===== config.mk =====
export PLATFORM = sky130hd
export DESIGN_NAME = uart_rx_param
export DESIGN_NICKNAME = d
export VERILOG_FILES = /design/src/rtl/uart_rx_param.sv
export SDC_FILE = /design/constraint.sdc
export NUM_CORES = 1
export LEC_CHECK = 0
export BUFFER_PORTS_ARGS = -buffer_cell sky130_fd_sc_hd__buf_2
export CAP_MARGIN = 20
export CELL_PAD_IN_SITES_DETAIL_PLACEMENT = 1
export CELL_PAD_IN_SITES_GLOBAL_PLACEMENT = 2
export CORE_UTILIZATION = 43
export CTS_BUF_LIST = sky130_fd_sc_hd__clkbuf_2
export DETAILED_ROUTE_END_ITERATION = 12
export GPL_ROUTABILITY_DRIVEN = 0
export PLACE_DENSITY_LB_ADDON = 0.12
export SYNTH_ARGS = -nofsm -noshare
export SYNTH_HDL_FRONTEND = slang
export SYNTH_SLANG_ARGS = --single-unit

===== constraint.sdc =====
create_clock -name clc -period 4.15 [get_ports clc]
set_input_delay 0.83 -clock clc [delete_from_list [all_inputs] [get_ports clc]]
set_output_delay 0.83 -clock clc [all_outputs]
set_load 0.1 [all_outputs]

===== src/rtl/uart_rx_param.sv =====
// Parametrised UART receiver: two-flop synchroniser, mid-bit sampling,
// configurable data width / parity / stop bits, false-start rejection,
// break handling and a held valid/acknowledge output with error flags.
//
// state   | meaning
// --------+---------------------------------------------------------------
// S_IDLE  | line idle, waiting for a low level on the synchronised line
// S_START | timing half a bit into the start bit to confirm it is real
// S_DATA  | sampling payload bits LSB first, one per bit period
// S_PAR   | sampling the parity bit
// S_STOP  | sampling stop bit(s); the last one completes the frame
// S_BREAK | last stop bit was low; wait for the line to return high
module uart_rx_param #(
  parameter int CLKS_PER_BIT = 16,
  parameter int DATA_BITS    = 8,
  parameter int PARITY       = 0,
  parameter int STOP_BITS    = 1
) (
  input  logic                 clc,
  input  logic                 res,
  input  logic                 RX,
  input  logic                 ENABLE,
  input  logic                 rx_ack,
  output logic [DATA_BITS-1:0] word_receiver,
  output logic                 rx_valid,
  output logic                 parity_err,
  output logic                 frame_err,
  output logic                 overrun
);

  localparam int CW = $clog2(CLKS_PER_BIT);
  localparam int IW = $clog2(DATA_BITS);
  localparam logic [CW-1:0] CNT_LAST  = CW'(CLKS_PER_BIT - 1);
  localparam logic [CW-1:0] CNT_HALF  = CW'(CLKS_PER_BIT / 2 - 1);
  localparam logic [IW-1:0] IDX_LAST  = IW'(DATA_BITS - 1);
  localparam logic          STOP_LAST = (STOP_BITS == 2);

  typedef enum logic [2:0] {
    S_IDLE, S_START, S_DATA, S_PAR, S_STOP, S_BREAK
  } state_t;

  state_t                 r_state;
  state_t                 w_state_nxt;
  logic                   r_sync1;
  logic                   r_sync2;
  logic [CW-1:0]          r_cnt;
  logic [IW-1:0]          r_idx;
  logic                   r_stop_idx;
  logic [DATA_BITS-1:0]   r_shift;
  logic                   r_par_bit;
  logic                   r_ferr;
  logic [DATA_BITS-1:0]   r_word;
  logic                   r_valid;
  logic                   r_perr;
  logic                   r_frerr;
  logic                   r_ovr;

  logic w_rx_s;
  logic w_tick;
  logic w_half;
  logic w_complete;
  logic w_par_calc;
  logic w_perr_new;
  logic w_ferr_new;

  assign w_rx_s     = r_sync2;
  assign w_tick     = (r_cnt == CNT_LAST);
  assign w_half     = (r_cnt == CNT_HALF);
  assign w_par_calc = (^r_shift) ^ r_par_bit;
  assign w_perr_new = (PARITY == 1) ? ~w_par_calc :
                      (PARITY == 2) ?  w_par_calc : 1'b0;
  // The current stop sample is folded in so a low final stop bit is reported.
  assign w_ferr_new = r_ferr | ~w_rx_s;

  // Two-flop synchroniser for the asynchronous RX pin; idles high.
  always_ff @(posedge clc or negedge res) begin
    if (!res) begin
      r_sync1 <= 1'b1;
      r_sync2 <= 1'b1;
    end else begin
      r_sync1 <= RX;
      r_sync2 <= r_sync1;
    end
  end

  // Next-state decode; ENABLE low forces IDLE from anywhere.
  always_comb begin
    w_state_nxt = r_state;
    w_complete  = 1'b0;
    if (!ENABLE) begin
      w_state_nxt = S_IDLE;
    end else begin
      case (r_state)
        S_IDLE:  if (!w_rx_s) w_state_nxt = S_START;
        S_START: if (w_half) w_state_nxt = w_rx_s ? S_IDLE : S_DATA;
        S_DATA:  if (w_tick && (r_idx == IDX_LAST))
                   w_state_nxt = (PARITY != 0) ? S_PAR : S_STOP;
        S_PAR:   if (w_tick) w_state_nxt = S_STOP;
        S_STOP:  if (w_tick && (r_stop_idx == STOP_LAST)) begin
                   w_complete  = 1'b1;
                   w_state_nxt = w_rx_s ? S_IDLE : S_BREAK;
                 end
        S_BREAK: if (w_rx_s) w_state_nxt = S_IDLE;
        default: w_state_nxt = S_IDLE;
      endcase
    end
  end

  // State register and bit-period counter; the counter restarts on every
  // state change and wraps at the end of each bit period.
  always_ff @(posedge clc or negedge res) begin
    if (!res) begin
      r_state <= S_IDLE;
      r_cnt   <= '0;
    end else begin
      r_state <= w_state_nxt;
      if ((w_state_nxt != r_state) || (r_state == S_IDLE) ||
          (r_state == S_BREAK) || w_tick)
        r_cnt <= '0;
      else
        r_cnt <= r_cnt + 1'b1;
    end
  end

  // Frame datapath: payload shift register, parity bit, stop bookkeeping.
  always_ff @(posedge clc or negedge res) begin
    if (!res) begin
      r_idx      <= '0;
      r_shift    <= '0;
      r_par_bit  <= 1'b0;
      r_ferr     <= 1'b0;
      r_stop_idx <= 1'b0;
    end else begin
      if (r_state == S_START) begin
        r_idx      <= '0;
        r_ferr     <= 1'b0;
        r_stop_idx <= 1'b0;
      end
      if ((r_state == S_DATA) && w_tick) begin
        r_idx   <= r_idx + 1'b1;
        r_shift <= {w_rx_s, r_shift[DATA_BITS-1:1]};
      end
      if ((r_state == S_PAR) && w_tick)
        r_par_bit <= w_rx_s;
      if ((r_state == S_STOP) && w_tick) begin
        r_ferr     <= w_ferr_new;
        r_stop_idx <= ~r_stop_idx;
      end
    end
  end

  // Output holding register: load on completion unless a previous frame is
  // still unacknowledged, in which case the new frame is dropped.
  always_ff @(posedge clc or negedge res) begin
    if (!res) begin
      r_word  <= '0;
      r_valid <= 1'b0;
      r_perr  <= 1'b0;
      r_frerr <= 1'b0;
      r_ovr   <= 1'b0;
    end else if (w_complete) begin
      if (!r_valid || rx_ack) begin
        r_word  <= r_shift;
        r_perr  <= w_perr_new;
        r_frerr <= w_ferr_new;
        r_valid <= 1'b1;
        r_ovr   <= 1'b0;
      end else begin
        r_ovr <= 1'b1;
      end
    end else if (rx_ack && r_valid) begin
      r_valid <= 1'b0;
      r_ovr   <= 1'b0;
    end
  end

  assign word_receiver = r_word;
  assign rx_valid      = r_valid;
  assign parity_err    = r_perr;
  assign frame_err     = r_frerr;
  assign overrun       = r_ovr;

endmodule


==> impl_metrics.py <==
metrics = {
    "status": {
        "outcome": "complete, no violations",
    },
    "clock_tree": {
        "clk_transition_reported_paths_ns": 0.17,
        "htreeDepth": 2,
        "cts_root_buf": "clkbuf_2",
        "clock_sinks": 33,
        "post_cts_setup_driven_buffer_insertion_count": 0,
        "cts_hold_buffers": 0,
        "insertion_delay_ns": 0.36,
        "post_cts_resize_count": 0,
        "cts_tree": "built",
        "cts_buffer_count": 5,
        "cts_buffer_depth": 2,
    },
    "power_and_ir_drop": {
        "switching_share_pct": 26.1,
        "leakagePower_nw": 0.818,
        "peakVddDrop_uv": 185,
        "p_int_uw": 375,
        "report.power.total_uw": 507,
        "power.clock.fraction_pct": 29.4,
        "power.net_switching_uw": 132,
        "power.share.combinational_pct": 5.0,
        "seqPwrFrac_pct": 65.6,
        "power-per-cell-area_nw_per_um2": 303,
    },
    "finish": {
        "num-nets-final": 153,
        "areaGrowthSynthToFinish_pct": 8.42,
        "multiInputGateArea_um2": 644,
        "final.fill_count": 363,
        "layout-drive-gt1-share_pct": 34.2,
        "combined_flip_flop_and_latch_cell_area_um2": 828,
        "mostFrequentLayoutCells": "dfrtp_1 (31), mux2_2 (16), buf_2 (15), nor2_1 (10)",
        "antenna_cells": 0,
        "layout_commonest_cell": "dfrtp_1",
    },
    "worst_setup_path": {
        "reg2reg_slack_ns": 2.37,
        "path_buf_inv": 1,
        "worstPathArrival_ns": 1.22,
        "crit_path_end_kind": "output port",
        "critPathMaxFanout": 4,
        "cp-start-kind": "flip-flop",
        "cp_slowest_stage_delay_ns": 0.44,
        "worstPathCellList": "buf_2",
        "critical_path.slowest_cell": "buf_2",
        "launch_point_of_the_worst_path": "rx_valid",
        "worst-setup-path-type": "reg2out",
        "critical_path_cell_count": 1,
        "rr_endpoint": "r_shift[5]",
        "worst-r2r-cell-count": 4,
        "critical_path_required_ns": 3.32,
        "reg2reg_from": "r_cnt[0]",
        "cp_top_family": "buffers and inverters",
        "worstSetupEndpoint": "rx_valid",
    },
    "grt": {
        "global_route.usage.total_pct": 17.5,
        "groute.layer.met3.usage_pct": 4.35,
        "grt_util_met1_pct": 22.8,
        "pin_count_of_the_biggest_net_entering_global_routing": 34,
        "grt.met2_usage_pct": 27.1,
        "top_usage_layer": "met2",
        "gr-total-overflow": 0,
        "grt_pass1_wl_mm": 4.70,
        "number_of_global_route_vias_before_repair": 986,
        "antenna_found_initial": 0,
    },
    "timing": {
        "post-route-min-period_ns": 2.05,
        "maxClockFrequency_mhz": 488,
        "finalHoldViolations": 0,
        "drv_slew": 0,
        "setup_ws_ns": 2.10,
        "grt_setup_unrepaired": "false",
        "final-setup-viol-count": 0,
        "fin_setup_tns_ns": 0,
        "fin_skew_ns": 0.0138,
        "timing_worst_slew_pin_value_ns": 0.737,
        "period_share_pct": 49.4,
        "slew_headroom_pct": 50.9,
    },
    "floorplan": {
        "ios": 17,
        "dieArea_um2": 3840,
        "coreArea_um2": 3390,
        "floorplan.die.height_um": 61.9,
        "die_width_um": 61.9,
        "standard_cell_row_count": 21,
        "initial_core_util_pct": 45.6,
    },
    "run": {
        "timing.max_cap.violations": 0,
    },
    "hold_path": {
        "holdCritStartpoint": "r_sync1",
        "min-delay-path-class": "reg2reg",
    },
    "drt": {
        "drt_wl_total_mm": 2.94,
        "1st_iter_drt_viols": 40,
        "drtAntennaViolNets": 0,
        "vias": 1031,
        "avgRoutedWirePerCell_um": 15.3,
        "drt_pre_antenna_iters": 4,
        "drt_drc_violations_left": 0,
        "avgViaCountPerCell": 5.37,
    },
    "synth": {
        "synth_warnings": 0,
        "syn_avg_cell_area_um2": 12.0,
        "synth_async_sr_flop_share_pct": 100,
        "yosys_most_used_dff": "dfrtp_1",
        "yosysUniqueCellTypes": 41,
        "syn_inst": 129,
        "synth_sequential_area_ratio_pct": 53.6,
        "synth-edff-count": 0,
        "netlist_area_um2": 1550,
        "ys_ff_latch": 33,
        "synth_fp_nets": 137,
    },
    "placement": {
        "port_buffers": 15,
        "dpl.hpwl_mm": 2.12,
        "pre_cts_ws_ns": 2.28,
    },
}
-- power groups by stage --
stage	clock [mW]	combinational, mW	sequential (mW)
detailed placement	0	0.0261	0.338
CTS	0.158	0.0261	0.333
global route	0.173	0.0293	0.334
finish	0.149	0.0254	0.332
global placement	0	0.0254	0.338
floorplan	0	0.0210	0.333
-- layer usage --
metal	up-vias	part of all wire [%]
li1	487	-
met1	517	48
met2	20	47
met3	7	3.2
met4	0	1.9
met5	-	0
-- kinds of logic after synthesis --
logic type	count (synthesis)	share of synthesized area [%]
other	1	0.243
multiplexers	17	12.3
AO/OA/AOI/OAI	30	13.2
adder cells (fa/ha/maj)	3	2.43
XOR/XNOR	2	1.13
flip-flops	33	53.6
buffers and inverters	14	4.70
AND/OR/NAND/NOR	29	12.4
-- sequential cells by signal, summed over array words and instances, names as in the netlist --
signal         cells
r_shift            8
word_receiver      8
r_cnt              4
r_idx              3
r_state            3
frame_err          1
overrun            1
r_ferr             1
r_stop_idx         1
r_sync1            1
r_sync2            1
rx_valid           1
-- cell usage after synthesis (2+ instances only) --
cell type / count / area [um^2]
nor3_4: 2 / 32.5
o22ai_1: 3 / 18.8
ha_1: 3 / 37.5
buf_6: 2 / 22.5
a32oi_1: 3 / 26.3
o211ai_1: 2 / 15.0
nand2b_1: 2 / 12.5
nor3_1: 2 / 10.0
mux2_2: 16 / 180
dfstp_2: 2 / 52.6
nor2_1: 10 / 37.5
nand2_1: 3 / 11.3
clkbuf_1: 2 / 7.51
o21ai_0: 8 / 40.0
dfrtp_1: 31 / 776
nand3_1: 2 / 10.0
a21oi_1: 4 / 20.0
inv_1: 8 / 30.0
a22oi_1: 2 / 15.0
-- how the worst min path moves through the flow --
stage                     endpoint  cells after the start
after global routing       r_sync2                      0
after CTS                  r_sync2                      0
after floorplan            r_sync2                      0
final                      r_sync2                      0
after detailed placement   r_sync2                      0
after global placement     r_sync2                      0
-- per-stage QoR --
stage	cells	instance area [um^2]	util (%)	hold slack (ns)
floorplan	129	1550	-	0.345
global placement	184	1640	48.2	0.346
detailed placement	184	1640	48.2	0.349
CTS	192	1680	49.4	0.365
global route	192	1680	49.4	0.351
finish	192	1680	49.4	0.364
-- final cells by class --
cell class / count / area share [%]
Clock buffer: 6 / 1.79
Clock inverter: 2 / 0.597
Inverter: 8 / 1.79
Multi-Input combinational cell: 82 / 38.5
Sequential cell: 33 / 49.4
Tap cell: 46 / 3.44
Timing Repair Buffer: 15 / 4.48
Power figures use the tool's default switching activity.
